===== config.mk =====
export PLATFORM = sky130hd
export DESIGN_NAME = clint
export DESIGN_NICKNAME = d
export VERILOG_FILES = /design/src/rtl/clint.sv
export SDC_FILE = /design/constraint.sdc
export NUM_CORES = 1
export LEC_CHECK = 0
export CORE_UTILIZATION = 35
export CTS_CLUSTER_DIAMETER = 200
export DETAILED_ROUTE_END_ITERATION = 8
export GPL_TIMING_DRIVEN = 0
export MAX_ROUTING_LAYER = met4
export PLACE_DENSITY_LB_ADDON = 0.1
export SETUP_SLACK_MARGIN = 0.02
export SLEW_MARGIN = 5
export SYNTH_ARGS = -nofsm -noshare
export SYNTH_HDL_FRONTEND = slang
export SYNTH_SLANG_ARGS = --single-unit

===== constraint.sdc =====
create_clock -name clk -period 3.05 [get_ports clk]
set_input_delay 0.61 -clock clk [delete_from_list [all_inputs] [get_ports clk]]
set_output_delay 0.61 -clock clk [all_outputs]
set_load 0.05 [all_outputs]

===== src/rtl/clint.sv =====
// Core-local interrupt controller: ECALL/EBREAK/MRET and external (optionally timer) interrupt sequencing.
// Latency: trap entry holds the pipeline 4 cycles, MRET 3 cycles. CLINT_TIMER_EN enables the timer source.
// Backpressure: ex_hold_i defers asynchronous interrupts only; hold_flag_o stalls the pipeline.
module clint (
    input  logic        clk,
    input  logic        rst_n,
    input  logic [31:0] inst_i,
    input  logic [15:0] inst_addr_i,
    input  logic        jump_flag_i,
    input  logic [15:0] jump_addr_i,
    input  logic        ex_hold_i,
    input  logic        ext_irq_i,
    input  logic        timer_irq_i,
    input  logic [15:0] csr_mtvec,
    input  logic [15:0] csr_mepc,
    input  logic [15:0] csr_mstatus,
    input  logic        global_int_en,
    output logic [2:0]  int_we,
    output logic [15:0] int_mepc,
    output logic [15:0] int_mcause,
    output logic [15:0] int_mstatus,
    output logic        hold_flag_o,
    output logic        int_assert_o,
    output logic [15:0] int_addr_o
);

    localparam logic [2:0] S_IDLE    = 3'd0;
    localparam logic [2:0] S_SAVE    = 3'd1;
    localparam logic [2:0] S_MSTATUS = 3'd2;
    localparam logic [2:0] S_MRET    = 3'd3;
    localparam logic [2:0] S_JUMP    = 3'd4;

    localparam logic [31:0] INST_ECALL  = 32'h0000_0073;
    localparam logic [31:0] INST_EBREAK = 32'h0010_0073;
    localparam logic [31:0] INST_MRET   = 32'h3020_0073;

    localparam logic [15:0] CAUSE_ECALL  = 16'h000B;
    localparam logic [15:0] CAUSE_EBREAK = 16'h0003;
    localparam logic [15:0] CAUSE_EXT    = 16'h800B;

    logic [2:0]  state_q;
    logic [15:0] mepc_q;
    logic [15:0] cause_q;
    logic [15:0] target_q;

    logic        is_mret;
    logic        async_ok;
    logic        ext_take;
    logic        trap_take;
    logic [15:0] mepc_n;
    logic [15:0] cause_n;

    assign is_mret  = (inst_i == INST_MRET);
    assign async_ok = global_int_en & ~ex_hold_i;
    assign ext_take = ext_irq_i & async_ok;

`ifdef CLINT_TIMER_EN
    localparam logic [15:0] CAUSE_TIMER = 16'h8007;
    logic tim_take;
    assign tim_take = timer_irq_i & async_ok;
`else
    logic unused_timer;
    assign unused_timer = timer_irq_i;
`endif

    // Priority chain: sync traps, then MRET (blocks interrupts), then async sources.
    always_comb begin
        trap_take = 1'b0;
        mepc_n    = inst_addr_i;
        cause_n   = 16'h0000;
        if (inst_i == INST_ECALL) begin
            trap_take = 1'b1;
            cause_n   = CAUSE_ECALL;
        end else if (inst_i == INST_EBREAK) begin
            trap_take = 1'b1;
            cause_n   = CAUSE_EBREAK;
        end else if (is_mret) begin
            trap_take = 1'b0;
        end else if (ext_take) begin
            trap_take = 1'b1;
            mepc_n    = jump_flag_i ? jump_addr_i : inst_addr_i;
            cause_n   = CAUSE_EXT;
        end
`ifdef CLINT_TIMER_EN
        else if (tim_take) begin
            trap_take = 1'b1;
            mepc_n    = jump_flag_i ? jump_addr_i : inst_addr_i;
            cause_n   = CAUSE_TIMER;
        end
`endif
    end

    always_ff @(posedge clk) begin
        if (!rst_n) begin
            state_q  <= S_IDLE;
            mepc_q   <= 16'h0000;
            cause_q  <= 16'h0000;
            target_q <= 16'h0000;
        end else begin
            case (state_q)
                S_IDLE: begin
                    if (trap_take) begin
                        mepc_q  <= mepc_n;
                        cause_q <= cause_n;
                        state_q <= S_SAVE;
                    end else if (is_mret) begin
                        state_q <= S_MRET;
                    end
                end
                S_SAVE:    state_q <= S_MSTATUS;
                S_MSTATUS: begin
                    target_q <= csr_mtvec;
                    state_q  <= S_JUMP;
                end
                S_MRET: begin
                    target_q <= csr_mepc;
                    state_q  <= S_JUMP;
                end
                S_JUMP:    state_q <= S_IDLE;
                default:   state_q <= S_IDLE;
            endcase
        end
    end

    assign hold_flag_o = (state_q != S_IDLE) | trap_take | is_mret;

    always_comb begin
        int_we       = 3'b000;
        int_mepc     = 16'h0000;
        int_mcause   = 16'h0000;
        int_mstatus  = 16'h0000;
        int_assert_o = 1'b0;
        int_addr_o   = 16'h0000;
        case (state_q)
            S_SAVE: begin
                int_we     = 3'b110;
                int_mepc   = mepc_q;
                int_mcause = cause_q;
            end
            S_MSTATUS: begin
                int_we      = 3'b001;
                int_mstatus = {csr_mstatus[15:8], csr_mstatus[3], csr_mstatus[6:4],
                               1'b0, csr_mstatus[2:0]};
            end
            S_MRET: begin
                int_we      = 3'b001;
                int_mstatus = {csr_mstatus[15:8], 1'b1, csr_mstatus[6:4],
                               csr_mstatus[7], csr_mstatus[2:0]};
            end
            S_JUMP: begin
                int_assert_o = 1'b1;
                int_addr_o   = target_q;
            end
            default: ;
        endcase
    end

endmodule


==> results.md, run 1 <==
* Post-synth top flop: dfxtp_1
* Routed vias/inst at between 4 and 5
* CTS tree: yes
* Overflow after GRT at 0
* Fin nets at between 600 and 700
* Synth top area cells: dfxtp_1, and2_1, nand2_1, mux2i_1, o211a_1
* CP Max Fanout at 10
* Crit path cell chain: clkdlybuf4s50_1 -> or4_4 -> nor3_4 -> nand3_2 -> buf_6 -> nand3_2 -> buf_6
* Worst EP arrival at around 2.4 ns
* Post-synth top area cell: dfxtp_1
* Multi-input gate area at roughly 0.0016 mm²
* Initial core utilization at 36.6%
* Hold Violations, Final at 0
* Post-synth top cells: nand2_1, and2_1, dfxtp_1
* GRT Resource Usage Total at ~22%
* Vias in the first global route at 2775
* Number of synthesized register bits at 38
* Initial antenna violation count at 0
* Buf/Inv on CP at 3
* Routed wire per std cell at 13.7 µm
* MaxCap Viol Count at 0
* Register area share after synthesis at ~30%
* Max Slew Vio Count at 0
* Met2 routed WL at approximately 4.2 mm
* Post-DP HPWL at around 6.3 mm
* Setup TNS at 0 ns
* Min cycle time layout at 2.96 ns
* PD cells at approximately 260 mW/mm²
* Status: finished clean
* PortBufs at approximately 170
* Clock sinks at 38
* Post-synth EDFFs at 0
* VDD IR max at 0.141 mV
* Final wirelength at roughly 8 mm
* CP peak stage delay at about 0.57 ns
* Post-Syn Instances at 300
* Type of the worst setup path: input pin to primary output
* Post-route DRC at 0
* Wire length on met1 at between 3 and 4 mm
* CP max stage cell: or4_4
* Skew final at 0.00704 ns
* Count leader, synth: nand2_1
* Pin count of the biggest net entering global routing at 20
* Drt pass-1 iters at 4
* Unique masters post-synth at 39
* Area Growth Syn to Fin at 82.7%
* Horiz. Die Dim at a little under 90 µm
* RSZ-0062 raised after global routing: false
* Worst min-delay path category: register to register
* Endpoints failing setup at 0
* Syn avg cell area at between 8 and 9 µm²
* ANT nets after route at 0
* Die Ht at around 87 µm
* Crit path max-delay family: simple AND/OR/NAND/NOR gates
* Cell Area, Synth at about 0.0025 mm²
* Via count at between 2000 and 3000
* Total CTS buffers at 5
* Crit path required time at 2.44 ns
* Crit path capture type: primary output
* Top Layer Used: met4
* Slew headroom at 63.6%
* Placer Congestion at a little over 0.8
* Crit path launch type: input pin
* Peak Freq at between 300 and 400 MHz
* Num rows at 30
* Share of flip-flops with an asynchronous set or reset at 0%
* Die area at 0.00753 mm²
* H-tree depth at 2
* Post-synth top area share at around 30%
* Final Hold Slack at between 0.4 and 0.5 ns
* # hold bufs at CTS at 0
* Final period util at approximately 97%
* Io pins at ~190
* Drt first-iter violations at between 70 and 80
* Storage cell area at approximately 760 µm²
* # diodes at 0
* Global-route wire length before repair at about 12 mm
* Worst Max-Slew Pin Slew at 0.545 ns
* Clock transition at path regs at 0.07 ns
* Share of cells above drive strength 1 at 10.2%
* Core Footprint at 0.00687 mm²
* Leakage at roughly 2.5 nW
* Worst-Skew Late Latency at between 0.2 and 0.3 ns
* Fillers at 627
* Met3 Wirelength at slightly above 600 µm
* Clock Tree Buf Depth at 2
* Synth warnings at 0
* Clock root cell: clkbuf_8
==> worst paths after layout <==
| kind | depth (start not counted) | end | from | slack (ns) |
|---|---|---|---|---|
| worst max register to register | 6 | mepc_q[7] | state_q[1] | 0.94 |
| worst max-delay path | 7 | hold_flag_o | inst_i[30] | 0.09 |
| worst min register to register | 1 | cause_q[1] | cause_q[1] | 0.47 |
| worst min-delay path | 1 | cause_q[1] | cause_q[1] | 0.47 |
==> timing repair <==
item	in CTS	in global routing
pin swaps	0	3
resized for setup	24	32
cloned	0	0
setup endpoints to repair	14	29
buffers inserted	0	1
==> metrics by stage <==
stage	utilization [%]	instance area (µm²)	total power, mW	cells	setup slack (ns)
4_1_cts	65.6	4510	1.21	587	-0.00139
2_1_floorplan	-	2560	0.674	311	0.331
5_1_grt	66.9	4600	1.26	587	0.00943
3_3_place_gp	64.2	4410	0.852	580	-0.782
3_5_place_dp	64.2	4410	0.856	580	-0.791
6_report	66.9	4600	1.20	587	0.0933
==> layer usage <==
layer | GRT usage [%] | vias to the layer above
met4 | 4.09 | 0
met3 | 4.57 | 6
met1 | 24.1 | 1328
met2 | 39.8 | 133
li1 | - | 1426
met5 | - | -
==> final cells by class <==
type	count	share of cell area, %
Tap cell	96	2.61
Sequential cell	38	16.6
Timing Repair Buffer	174	39.2
Clock buffer	7	1.88
Clock inverter	1	0.109
Buffer	39	5.01
Multi-Input combinational cell	232	34.7
==> where the power goes <==
group          switching [mW]  internal [mW]  total [mW]
sequential            0.00860          0.514       0.523
clock                   0.171          0.182       0.353
combinational           0.133          0.191       0.324
==> kinds of logic after synthesis <==
kind of cell | Yosys count | synth area share [%]
simple gates | 148 | 32.9
compound gates | 56 | 21.3
buf+inv | 41 | 9.00
flops | 38 | 30.2
mux | 16 | 6.37
other cells | 1 | 0.149
==> flip-flops by register name (all words and copies together) (netlist names) <==
signal	cells
state_q	3
mepc_q	16
target_q	16
cause_q	3
==> worst reg2reg max path, cell delays in order, from the launching register on <==
cell	delay (ns)
dfxtp_1	0.35
nor3_1	0.44
nand2_1	0.12
a21oi_2	0.35
clkbuf_1	0.44
o31ai_1	0.13
a41oi_1	0.19
==> cells in the final DEF (no fill, tap or decap), drive strengths merged, types with 9 or more instances in the layout <==
cell | Yosys | final
o31ai | 16 | 16
nand3 | 19 | 19
and2 | 51 | 51
buf | 21 | 23
mux2i | 16 | 16
o211a | 16 | 16
nand2 | 52 | 52
conb | 1 | 12
dfxtp | 38 | 38
a41oi | 16 | 16
clkbuf | 20 | 25
dlygate4sd2 | 0 | 9
dlymetal6s2s | 0 | 28
clkdlybuf4s50 | 0 | 135
(Power assumes the default switching activity.)
==> run 2, diff against run 1 <==
--- a/config.mk
+++ b/config.mk
@@ -5,6 +5,7 @@
 export SDC_FILE = /design/constraint.sdc
 export NUM_CORES = 1
 export LEC_CHECK = 0
+export CORE_MARGIN = 4
 export CORE_UTILIZATION = 35
 export CTS_CLUSTER_DIAMETER = 200
 export DETAILED_ROUTE_END_ITERATION = 8
==> constraint.sdc (replaced) <==
create_clock -name clk -period 3.37 [get_ports clk]
set_input_delay 0.674 -clock clk [delete_from_list [all_inputs] [get_ports clk]]
set_output_delay 0.674 -clock clk [all_outputs]
set_load 0.05 [all_outputs]
==> run 2 against run 1 <==
Register-to-register slack gained 0.34 ns; critical path depth is the same; count of clock-buffer cells in the layout is the same; global-route usage shrank 1.9 points; core utilization shrank 1.3 points; cell area shrank 2.0%; largest cell class unchanged; setup slack gained 0.077 ns; first-iteration DRC count grew 14%; routed wire length grew 6.4%.
==> results.md, run 2 (same netlist as run 1, synthesis figures left out) <==
* Horiz. Die Dim at 92.8 µm (+6.9%)
* Post-DP HPWL at 6.83 mm (+8.3%)
* Fin area at 0.00450 mm² (-2.0%)
* MaxCap Viol Count at 0 (unchanged)
* CP max stage cell: or4_4
* Via count at 2855 (-1.3%)
* CP peak stage delay at 0.57 ns (about the same)
* Crit path cell chain: clkdlybuf4s50_1 -> or4_4 -> nor3_4 -> nand3_1 -> buf_2 -> nand3_1 -> buf_4
* Drt first-iter violations at 84 (+14%)
* Biggest regs: mepc_q: 16 flops, target_q: 16 flops
* Setup TNS at 0 ns (unchanged)
* VDD IR max at 0.131 mV (-6.8%)
* Endpoints failing setup at 0 (unchanged)
* Global-route wire length before repair at 13.5 mm (+8.1%)
* Leakage at 1.91 nW (-24%)
* Pin count of the biggest net entering global routing at 12 (-40%)
* Slew headroom at 63.3% (-0.36 points)
* Cell Area, Placed at 0.00441 mm² (unchanged)
* Type of the worst setup path: input pin to primary output
* Max Slew Vio Count at 0 (unchanged)
* Vias in the first global route at 2889 (+4.1%)
* Skew final at 0.00888 ns (+0.00183 ns)
* Status: finished clean
* CP Max Fanout at 10 (unchanged)
* Post-CTS Setup Repair Bufs at 0 (unchanged)
* Most common cell after layout, fill and taps aside: clkdlybuf4s50_1
* Routed vias/inst at 4.87 (-1.1%)
* Clock transition at path regs at 0.07 ns (about the same)
* RSZ-0062 raised after global routing: false
* Peak Freq at 313 MHz
* Clock root cell: clkbuf_8
* Share of cells above drive strength 1 at 8.98% (-1.2 points)
* Min cycle time layout at 3.20 ns
* Initial antenna violation count at 0 (unchanged)
* Total CTS buffers at 5 (unchanged)
* Placer Congestion at 0.809 (+0.52%)
* Final Power at 1.10 mW (-8.8%)
* # hold bufs at CTS at 0 (unchanged)
* Commonest non-fill, non-tap cells in the layout: clkdlybuf4s50_1, nand2_1, and2_1
* Final wirelength at 8.58 mm (+6.4%)
* Pre-CTS WS at -0.602 ns (+0.190 ns)
* Fin nets at 608 (-0.16%)
* Final period util at ~95%
* Fillers at 615 (-1.9%)
* Initial core utilization at 36.6% (unchanged)
* Final setup margin at 0.170 ns (+0.0768 ns)
* Clock Tree Buf Depth at 2 (unchanged)
* Io pins at 188 (unchanged)
* PortBufs at 173 (unchanged)
* Area Growth Syn to Fin at 79.1%
* Crit path required time at 2.70 ns (+0.26 ns)
* Die Ht at 92.8 µm (+6.9%)
* Post-route DRC at 0 (unchanged)
* # diodes at 0 (unchanged)
* CP most frequent cell: nand3_1
* GRT Resource Usage Total at 19.7% (-1.9 points)
* Clock sinks at 38 (unchanged)
* Routed wire per std cell at 14.6 µm (+6.6%)
* Hold Violations, Final at 0 (unchanged)
* Worst EP arrival at 2.53 ns (+0.18 ns)
* Worst-Skew Late Latency at 0.30 ns (+0.02 ns)
* Crit path capture type: primary output
* Worst Max-Slew Pin Slew at 0.550 ns (+0.00455 ns)
* Core Footprint at 0.00687 mm² (unchanged)
* ANT nets after route at 0 (unchanged)
* H-tree depth at 2 (unchanged)
* Overflow after GRT at 0 (unchanged)
* CTS tree: yes
* Crit path launch type: input pin
* Die area at 0.00861 mm² (+14%)
* Num rows at 30 (unchanged)
* PD cells at 243 mW/mm² (-6.9%)
* Drt pass-1 iters at 7 (+3)
* Worst min-delay path category: register to register
-- run 2: changes by cell type in the layout (fill, tap and decap cells not counted), moves of 2 or more --
cell,delta
buf_6,-2
nand3_2,-2
clkbuf_2,-2
dlygate4sd2_1,-9
clkdlybuf4s50_1,+37
dlymetal6s2s_1,-28
clkbuf_1,+2
nand3_1,+2
-- run 2: power by group --
| part | switching, mW | internal, mW | leakage, nW |
|---|---|---|---|
| clock | 0.164 | 0.165 | 0.0482 |
| sequential | 0.00762 | 0.466 | 0.309 |
| combinational | 0.121 | 0.172 | 1.55 |
| total | 0.293 | 0.802 | 1.91 |
-- run 2: layout make-up --
type	instances	area, µm²	area share (%)
Multi-Input combinational cell	232	1580	35.1
Clock inverter	1	5.00	0.111
Tap cell	96	120	2.67
Sequential cell	38	761	16.9
Buffer	39	221	4.92
Clock buffer	7	86.3	1.92
Timing Repair Buffer	173	1730	38.4
-- run 2: timing repair --
item                                    in CTS  in global routing
endpoints found under the setup margin      12                  3
endpoints found under the hold margin        0                  0
cloned                                       0                  0
gates resized for setup                      9                  2
-- run 2: stage by stage --
step | utilization, % | instances | hold WS [ns]
after CTS | 65.6 | 588 | 0.479
after global placement | 64.2 | 580 | 0.449
after detailed placement | 64.2 | 580 | 0.459
final | 65.6 | 586 | 0.468
after global routing | 65.6 | 586 | 0.506
after floorplan | - | 311 | 0.432
-- run 2: worst paths after layout --
check	startpoint	end	slack (ns)	cells after the start
setup / recovery	inst_i[24]	hold_flag_o	0.17	7
hold / removal	cause_q[1]	cause_q[1]	0.47	1
setup reg to reg	state_q[0]	mepc_q[10]	1.28	6
hold reg to reg	cause_q[1]	cause_q[1]	0.47	1
-- run 2: worst max-delay path: cells and delay by family --
family | cells | cell delay, ns
and+or+nand+nor | 4 | 1.03
buffers and inverters | 3 | 0.80
-- run 2: metal layers --
metal,GRT usage (%),up-vias,wire [µm]
li1,-,1426,-
met1,22.8,1282,3450
met2,33.2,133,4220
met3,5.85,14,789
met4,5.13,0,127
met5,-,-,0
